File: config.mk
export PLATFORM = sky130hd
export DESIGN_NAME = seq_restoring_divider
export DESIGN_NICKNAME = d
export VERILOG_FILES = /design/src/rtl/seq_restoring_divider.sv
export SDC_FILE = /design/constraint.sdc
export NUM_CORES = 1
export LEC_CHECK = 0
export ABC_CLOCK_PERIOD_IN_PS = 2400
export CAP_MARGIN = 20
export CORE_AREA = 2 2 73 75
export DETAILED_ROUTE_END_ITERATION = 16
export DIE_AREA = 0 0 75 77
export PLACE_DENSITY_LB_ADDON = 0.2
export SYNTH_ARGS = -nofsm -noshare
export SYNTH_HDL_FRONTEND = slang
export SYNTH_SLANG_ARGS = --single-unit
File: constraint.sdc
create_clock -name Clk -period 2.4 [get_ports Clk]
set_input_delay 0.36 -clock Clk [delete_from_list [all_inputs] [get_ports Clk]]
set_output_delay 0.36 -clock Clk [all_outputs]
set_load 0.05 [all_outputs]
File: src/rtl/seq_restoring_divider.sv
// Multi-cycle unsigned restoring divider: one quotient bit per clock.
// The trial subtract R_sh - D is formed as R_sh + ~D + 1 using 4-bit
// carry-lookahead slices; the final carry-out is the "no borrow" flag.
//
// Ports:
//   Clk        system clock, rising edge
//   Reset_n    synchronous active-low reset
//   Start      request, sampled only while Ready=1
//   Dividend   unsigned numerator, captured on accepted Start
//   Divisor    unsigned denominator, captured on accepted Start
//   Ready      high only in IDLE
//   Done       one-cycle pulse; results valid from this cycle
//   Quotient   registered quotient, held until next Done
//   Remainder  registered remainder, held until next Done
//   DivByZero  registered divide-by-zero flag for last operation
module seq_restoring_divider #(
    parameter int unsigned WIDTH = 8,
    parameter int unsigned CNT_W = $clog2(WIDTH + 1)
) (
    input  logic             Clk,
    input  logic             Reset_n,
    input  logic             Start,
    input  logic [WIDTH-1:0] Dividend,
    input  logic [WIDTH-1:0] Divisor,
    output logic             Ready,
    output logic             Done,
    output logic [WIDTH-1:0] Quotient,
    output logic [WIDTH-1:0] Remainder,
    output logic             DivByZero
);

    localparam int unsigned NSLICE = WIDTH / 4;

    typedef enum logic [1:0] {
        ST_IDLE = 2'd0,
        ST_RUN  = 2'd1,
        ST_DONE = 2'd2
    } state_t;

    state_t           state;
    state_t           state_nxt;
    logic             accept;
    logic             accept_dbz;
    logic             finish;

    // Partial remainder is always < divisor, so its extra trial bit is
    // provably zero between iterations and only the shifted value needs it.
    logic [WIDTH-1:0] r_reg;
    logic [WIDTH-1:0] q_reg;
    logic [WIDTH-1:0] d_reg;
    logic [CNT_W-1:0] cnt;

    logic [WIDTH:0]   r_sh;
    logic [WIDTH:0]   sub_b;
    logic [WIDTH-1:0] diff;
    logic [NSLICE:0]  c_slice;
    logic             no_borrow;
    logic [WIDTH-1:0] r_nxt;
    logic [WIDTH-1:0] q_nxt;

    // 4-bit carry-lookahead slice: returns {carry_out, sum[3:0]}.
    function automatic logic [4:0] cla4(input logic [3:0] a, input logic [3:0] b,
                                        input logic cin);
        logic [3:0] g;
        logic [3:0] p;
        logic [4:0] c;
        g    = a & b;
        p    = a ^ b;
        c[0] = cin;
        c[1] = g[0] | (p[0] & cin);
        c[2] = g[1] | (p[1] & g[0]) | (p[1] & p[0] & cin);
        c[3] = g[2] | (p[2] & g[1]) | (p[2] & p[1] & g[0]) | (p[2] & p[1] & p[0] & cin);
        c[4] = g[3] | (p[3] & g[2]) | (p[3] & p[2] & g[1]) | (p[3] & p[2] & p[1] & g[0])
             | (p[3] & p[2] & p[1] & p[0] & cin);
        return {c[4], p ^ c[3:0]};
    endfunction

    // Shift {R,Q} left by one and form the trial subtract operands.
    assign r_sh       = {1'b0, r_reg[WIDTH-1:0], q_reg[WIDTH-1]} >> 0;
    assign sub_b      = ~{1'b0, d_reg};
    assign c_slice[0] = 1'b1;

    for (genvar gi = 0; gi < NSLICE; gi++) begin : g_slice
        assign {c_slice[gi+1], diff[4*gi+3:4*gi]} =
            cla4(r_sh[4*gi+3:4*gi], sub_b[4*gi+3:4*gi], c_slice[gi]);
    end

    // Extra top bit of the WIDTH+1-bit subtract; carry-out means T >= 0.
    assign no_borrow = (r_sh[WIDTH] & sub_b[WIDTH])
                     | ((r_sh[WIDTH] ^ sub_b[WIDTH]) & c_slice[NSLICE]);

    assign r_nxt = no_borrow ? diff : r_sh[WIDTH-1:0];
    assign q_nxt = {q_reg[WIDTH-2:0], no_borrow};

    // State register.
    always_ff @(posedge Clk) begin
        if (!Reset_n) begin
            state <= ST_IDLE;
        end else begin
            state <= state_nxt;
        end
    end

    // Next-state and control strobes.
    always_comb begin
        state_nxt  = state;
        accept     = 1'b0;
        accept_dbz = 1'b0;
        finish     = 1'b0;
        unique case (state)
            ST_IDLE: begin
                if (Start) begin
                    if (Divisor == '0) begin
                        accept_dbz = 1'b1;
                        state_nxt  = ST_DONE;
                    end else begin
                        accept    = 1'b1;
                        state_nxt = ST_RUN;
                    end
                end
            end
            ST_RUN: begin
                if (cnt == CNT_W'(WIDTH - 1)) begin
                    finish    = 1'b1;
                    state_nxt = ST_DONE;
                end
            end
            ST_DONE: begin
                state_nxt = ST_IDLE;
            end
            default: begin
                state_nxt = ST_IDLE;
            end
        endcase
    end

    // Datapath, result and handshake registers.
    always_ff @(posedge Clk) begin
        if (!Reset_n) begin
            r_reg     <= '0;
            q_reg     <= '0;
            d_reg     <= '0;
            cnt       <= '0;
            Quotient  <= '0;
            Remainder <= '0;
            DivByZero <= 1'b0;
            Ready     <= 1'b1;
            Done      <= 1'b0;
        end else begin
            Ready <= (state_nxt == ST_IDLE);
            Done  <= (state_nxt == ST_DONE);
            if (accept) begin
                d_reg <= Divisor;
                q_reg <= Dividend;
                r_reg <= '0;
                cnt   <= '0;
            end
            if (accept_dbz) begin
                Quotient  <= '1;
                Remainder <= Dividend;
                DivByZero <= 1'b1;
            end
            if (state == ST_RUN) begin
                r_reg <= r_nxt;
                q_reg <= q_nxt;
                cnt   <= cnt + CNT_W'(1);
            end
            if (finish) begin
                Quotient  <= q_nxt;
                Remainder <= r_nxt;
                DivByZero <= 1'b0;
            end
        end
    end

endmodule

==> impl_results.md, run 1 <==
- CTS Buffer Depth: 2
- Vias in the first global route: 1921
- Clk_lat worst skew: 300 ps
- Sink Count: 49
- Syn Inst Count: 267
- Max-cap violations: 0
- Initial drt markers: between 50 and 60
- Yosys top cell area share: 40.9%
- DIE WIDTH: 75 um
- Final setup violation count: 0
- Top cells by area, synth: dfxtp_1 (41%), a21oi_1 (5.6%), ha_1 (5.2%), nand2_1 (4.2%), mux2i_1 (3.8%)
- Top Ports: 38
- Static Leak: 1.15 nW
- Clock root cell: clkbuf_8
- Final min period: 2250 ps
- Core area: 0.00498 mm2
- Mapped Nets: 297
- Clock Pin Slew Worst Setup and Hold Paths: 90 ps
- Unrepaired setup endpoints after global routing: no
- All-Layer GR Usage: roughly a fifth
- Commonest cells after routing, fill and taps aside: dfxtp_1 (49), clkdlybuf4s50_1 (37), a21oi_1 (27), nand2_1 (27), nor2_1 (24)
- Slew @ Worst Pin: 507 ps
- Setup_tns: 0 ps
- Ant. Diodes: 0
- Async S/R FF share, synth: 0%
- Layout cells sized above 1: 13.7%
- Hpwl dp: 3950 um
- Largest stage delay on the critical path: 440 ps
- Initial antenna violation count: 0
- RePlAce Congestion: 0.784
- FF-to-FF End: Remainder[5]$_SDFFE_PN0P_
- Global-route wire length before repair: 8760 um
- Worst reg2reg path startpoint: q_reg[7]$_SDFFE_PN0P_
- CP arrival: 2450 ps
- Fmax: 445 MHz
- Slew margin rel.: 66.1%
- Final WS setup: 153 ps
- Hold_buf cts: 0
- Pin count of the biggest net entering global routing: 19
- Final WL: 5130 um
- Power density cells: 599 mW/mm2
- Part of the cycle the worst path needs: 93.6%
- VDD IR max: between 0.0004 and 0.0005 V
- Worst Clk Skew: 10.1 ps
- # H-tree levels: 2
- Final nets: 343
- Die H: 77 um
- DR DRC count: 0
- Cell Chain, Critical Path: inv_1, ha_2, o2111ai_2, nand3_1, fa_1, xor2_2, nand3_1, o32ai_1, a41o_1
- Sequential cell area fraction in the yosys report: 40.9%
- Fin. Hold Viols: 0
- Row count: 26
- Dpl ws: 94.9 ps
- Vias/cell: 5.33
- Critical path startpoint category: flop
- FF-to-FF path depth: 9
- Area grow syn2layout: 24.9%
- Hold Path Class: reg2reg
- Status: complete, no violations
- Yosys synthesis warning count: 0
- Initial core utilization: between 40% and 50%
- IO buf count: 37
- Post-synthesis cell area: about 0.0024 mm2
- CTS tree: built
- Most frequent cell on the critical path: nand3_1
- Post-cts sizing count: 0
- CP required: 2600 ps
- Overflow after GRT: 0
- CP endpoint: Remainder[5]$_SDFFE_PN0P_
- Flop-to-flop setup slack: roughly 150 ps
- Die ar.: ~0.0058 mm2
- Crit Path Max Fanout: 5
- Top FF cell, synth: dfxtp_1
- Mean routed wirelength per cell: 13.4 um
- Critical path's slowest cell: fa_1
- Pre-antenna DRT Iters: 4
- Area leader, netlist: dfxtp_1
- EDFF count, synth: 0
- Slew Viols, Final: 0
- Most common cell after layout, fill and taps aside: dfxtp_1
- Number of CTS-inserted buffers: 5
- Critical path capture point type: flop
- Post-CTS setup buffer count: 0
- CP Class: reg2reg
- Mean area per synthesized cell: 8.99 um2
- Vias: 2040
- Post-route ant nets: 0
- Post-synth cell types: slightly above 50
- Crit path from: q_reg[7]$_SDFFE_PN0P_
- FF+latch count, synth: 49
-- power by group --
group          internal, mW  switching (mW)
logic                 0.209           0.244
clock network         0.201           0.269
registers             0.846          0.0262
-- cells in the mapped netlist (all sizes together), types with 2 or more instances --
| cell type | instances |
|---|---|
| xnor2 | 2 |
| mux2 | 5 |
| a21oi | 28 |
| buf | 4 |
| dfxtp | 49 |
| a32o | 2 |
| nor2 | 25 |
| o2bb2ai | 5 |
| o21ai | 12 |
| nor3 | 14 |
| xor2 | 3 |
| ha | 10 |
| nand2 | 27 |
| clkbuf | 11 |
| o32ai | 2 |
| a22o | 3 |
| a22oi | 7 |
| nand3 | 4 |
| mux2i | 9 |
| or3 | 2 |
| a211oi | 4 |
| inv | 11 |
| o21a | 3 |
| nor4 | 3 |
| nor2b | 3 |
| nand2b | 2 |
| a41o | 2 |
-- layout make-up --
| class | count | area, um2 |
|---|---|---|
| Timing Repair Buffer | 54 | 498 |
| Clock inverter | 2 | 16.3 |
| Sequential cell | 49 | 981 |
| Multi-Input combinational cell | 192 | 1300 |
| Fill cell | 477 | 1980 |
| Clock buffer | 5 | 68.8 |
| Tap cell | 70 | 87.6 |
| Inverter | 11 | 41.3 |
-- metal layers --
layer / up-vias / global-route usage, % / part of all wire [%]
li1: 1044 / - / -
met1: 942 / 26.5 / 48
met2: 48 / 30.6 / 46
met3: 6 / 3.81 / 4.7
met4: 0 / 4.82 / 1.1
met5: - / 0 / 0
-- worst min path at each step --
stage,from,end,slack [ps],cells after the start
floorplan,d_reg[1]$_SDFFE_PN0P_,d_reg[1]$_SDFFE_PN0P_,440,2
global placement,d_reg[3]$_SDFFE_PN0P_,d_reg[3]$_SDFFE_PN0P_,440,2
detailed placement,d_reg[3]$_SDFFE_PN0P_,d_reg[3]$_SDFFE_PN0P_,450,2
CTS,d_reg[4]$_SDFFE_PN0P_,d_reg[4]$_SDFFE_PN0P_,470,2
global route,d_reg[4]$_SDFFE_PN0P_,d_reg[4]$_SDFFE_PN0P_,490,2
finish,d_reg[6]$_SDFFE_PN0P_,d_reg[6]$_SDFFE_PN0P_,470,2
-- kinds of logic (layout without fill, tap and decap cells) --
logic type                 Yosys count  after routing  synth area share (%)
DFF                                 49             49                  40.9
and+or+nand+nor                     85             85                  17.8
buffers and inverters               26             72                  5.47
muxes                               14             14                  6.10
AOI/OAI and AO/OA                   77             77                  21.9
xor gates and xnor gates             5              5                  1.83
adders and majority gates           11             11                  6.05
-- critical path: cells and delay by family, from the launching register on --
| kind | cells | cell delay [ps] |
|---|---|---|
| flip-flops | 1 | 380 |
| AO/OA/AOI/OAI | 3 | 500 |
| buffers and inverters | 1 | 80 |
| AND/OR/NAND/NOR | 2 | 250 |
| XOR/XNOR | 1 | 170 |
| adder cells (fa/ha/maj) | 2 | 760 |
-- through the flow --
step	instances	total power [mW]	hold WS, ps	util [%]	instance area, um2
2_1_floorplan	267	1.20	436	-	2400
3_3_place_gp	376	1.33	445	58.2	2900
3_5_place_dp	376	1.33	452	58.2	2900
4_1_cts	383	1.80	466	59.9	2980
5_1_grt	383	1.90	492	60.2	3000
6_report	383	1.79	467	60.2	3000
No activity file was read; power rests on OpenSTA's default activity.
==> inputs of run 2 (changes only) <==
--- a/config.mk
+++ b/config.mk
@@ -5,7 +5,7 @@
 export SDC_FILE = /design/constraint.sdc
 export NUM_CORES = 1
 export LEC_CHECK = 0
-export ABC_CLOCK_PERIOD_IN_PS = 2400
+export ABC_CLOCK_PERIOD_IN_PS = 2700
 export CAP_MARGIN = 20
 export CORE_AREA = 2 2 73 75
 export DETAILED_ROUTE_END_ITERATION = 16
==> constraint.sdc (replaced) <==
create_clock -name Clk -period 2.7 [get_ports Clk]
set_input_delay 0.405 -clock Clk [delete_from_list [all_inputs] [get_ports Clk]]
set_output_delay 0.405 -clock Clk [all_outputs]
set_load 0.05 [all_outputs]
==> impl_results.md, run 2 (synthesized netlist as in run 1, its figures left out) <==
- Ant. Diodes: 0 (unchanged)
- Layout cells sized above 1: 11.7% (-2.1 points)
- Post-DP Area: 0.00286 mm2 (-1.3%)
- Final nets: 338 (-1.5%)
- CP arrival: 2530 ps (+80 ps)
- Vias: 2035 (-0.25%)
- # H-tree levels: 2 (unchanged)
- All-Layer GR Usage: 19.1% (-0.14 points)
- Critical path's slowest cell: fa_1
- Pre-antenna DRT Iters: 4 (unchanged)
- Cell Chain, Critical Path: inv_1, ha_1, o2111ai_1, nand3_1, fa_1, xor2_1, nand3_1, o32ai_1, a41o_1
- Final min period: 2330 ps (+80.5 ps)
- HP Start: d_reg[1]$_SDFFE_PN0P_
- Row count: 26 (unchanged)
- Mean routed wirelength per cell: 13.5 um (+0.64%)
- Flop-to-flop setup slack: 370 ps (+220 ps)
- Clock Pin Slew Worst Setup and Hold Paths: 90 ps (about the same)
- Fraction of power consumed by the clock network: 28.8% (+2.6 points)
- Number of CTS-inserted buffers: 5 (unchanged)
- Sink Count: 49 (unchanged)
- Gate power share: 23.5% (-1.7 points)
- Final WL: 5110 um (-0.41%)
- P_sw: 0.473 mW (-12%)
- FF-to-FF path depth: 9 (unchanged)
- Global-route wire length before repair: 8710 um (-0.56%)
- Pint: 1.15 mW (-8.1%)
- Initial drt markers: 86 (+51%)
- Sw Ratio: 29.1% (-0.97 points)
- CP delay by family, top: adder cells
- Initial core utilization: 48.2% (unchanged)
- Post-cts sizing count: 0 (unchanged)
- Commonest cells after routing, fill and taps aside: dfxtp_1 (49), clkdlybuf4s50_1 (37), a21oi_1 (27), nand2_1 (27), nor2_1 (24)
- CP Class: reg2reg
- Most common cell after layout, fill and taps aside: dfxtp_1
- Top Ports: 38 (unchanged)
- Power density cells: 550 mW/mm2 (-8.2%)
- Status: complete, no violations
- Post-CTS setup buffer count: 0 (unchanged)
- Vias/cell: 5.37 (+0.81%)
- Worst reg2reg path startpoint: q_reg[7]$_SDFFE_PN0P_
- Part of the cycle the worst path needs: 86.2% (-7.4 points)
- Critical path startpoint category: flop
- Setup_tns: 0 ps (unchanged)
- Crit Path Max Fanout: 5 (unchanged)
- Hpwl dp: 3830 um (-3.1%)
- Fmax: 430 MHz (-3.5%)
- DR DRC count: 0 (unchanged)
- Total power draw: 1.63 mW (-9.3%)
- CP Buf/Inv Count: 1 (unchanged)
- Critical path capture point type: flop
- Final setup violation count: 0 (unchanged)
- Pin count of the biggest net entering global routing: 25 (+6)
- CP required: 2900 ps (+300 ps)
- Slew Viols, Final: 0 (unchanged)
- Seq pwr share: 47.7% (-0.9 points)
- Post-route ant nets: 0 (unchanged)
- Largest stage delay on the critical path: 410 ps (-30 ps)
- VDD IR max: 0.000322 V (-26%)
- Static Leak: 1.13 nW (-1.3%)
- Die H: 77 um (unchanged)
- IO buf count: 37 (unchanged)
- Fin. Hold Viols: 0 (unchanged)
- Slew @ Worst Pin: 511 ps (+3.92 ps)
- Clk_lat worst skew: 300 ps (about the same)
- Most frequent cell on the critical path: nand3_1
- Clock root cell: clkbuf_8
- Unrepaired setup endpoints after global routing: no
- Core area: 0.00498 mm2 (unchanged)
- Overflow after GRT: 0 (unchanged)
- Vias in the first global route: 1886 (-1.8%)
- Slew margin rel.: 65.8% (-0.26 points)
- Hold_buf cts: 0 (unchanged)
- Die ar.: 0.00578 mm2 (unchanged)
- FF-to-FF End: Remainder[5]$_SDFFE_PN0P_
- Area grow syn2layout: 23.3%
- Initial antenna violation count: 0 (unchanged)
- Min-Delay Path Depth: 2 (unchanged)
- CTS Buffer Depth: 2 (unchanged)
- Worst Clk Skew: 8.59 ps (-1.49 ps)
- CTS tree: built
- Max-cap violations: 0 (unchanged)
- DIE WIDTH: 75 um (unchanged)
- Hold Path Class: reg2reg
- RePlAce Congestion: 0.769 (-2.0%)
- Hold Path End: d_reg[1]$_SDFFE_PN0P_
- Fin area: 0.00296 mm2 (-1.3%)
run 2: power by group through the flow:
stage	Clock, mW	Combinational (mW)	Sequential (mW)
after detailed placement	0	0.382	0.793
after global placement	0	0.381	0.793
after floorplan	0	0.275	0.791
after CTS	0.480	0.384	0.776
after global routing	0.503	0.425	0.781
final	0.468	0.383	0.776
run 2: worst max path at each step:
stage	start	to	slack [ps]	cells after the start
5_1_grt	q_reg[7]$_SDFFE_PN0P_	Remainder[5]$_SDFFE_PN0P_	170	9
6_report	q_reg[7]$_SDFFE_PN0P_	Remainder[5]$_SDFFE_PN0P_	370	9
3_3_place_gp	Divisor[3]	Remainder[2]$_SDFFE_PN0P_	300	6
2_1_floorplan	q_reg[7]$_SDFFE_PN0P_	Remainder[5]$_SDFFE_PN0P_	590	9
4_1_cts	q_reg[7]$_SDFFE_PN0P_	Remainder[5]$_SDFFE_PN0P_	360	9
3_5_place_dp	Divisor[3]	Remainder[1]$_SDFFE_PN0P_	280	6
run 2: layout make-up:
type | instances | area, um2
Multi-Input combinational cell | 192 | 1290
Clock buffer | 7 | 96.3
Tap cell | 70 | 87.6
Sequential cell | 49 | 981
Clock inverter | 1 | 5.00
Inverter | 11 | 41.3
Timing Repair Buffer | 49 | 460
Fill cell | 471 | 2020
run 2: stage by stage:
stage | util, % | hold slack [ps] | setup WS, ps | instances
6_report | 59.5 | 459 | 372 | 379
4_1_cts | 59.5 | 464 | 365 | 379
3_5_place_dp | 57.4 | 451 | 277 | 371
5_1_grt | 59.5 | 480 | 170 | 379
3_3_place_gp | 57.4 | 445 | 302 | 371
2_1_floorplan | - | 436 | 589 | 267
run 2: worst min-delay path: stages, from the launching register on:
cell and delay, ps:
dfxtp_1 310, nand2_1 50, a21oi_1 50
run 2: routing by layer:
metal / vias to the layer above / part of all wire (%) / global-route usage [%]
met2: 57 / 47 / 30.0
met4: 0 / 0.74 / 5.71
li1: 1042 / - / -
met3: 4 / 4.6 / 4.34
met1: 932 / 48 / 25.9
met5: - / 0 / 0
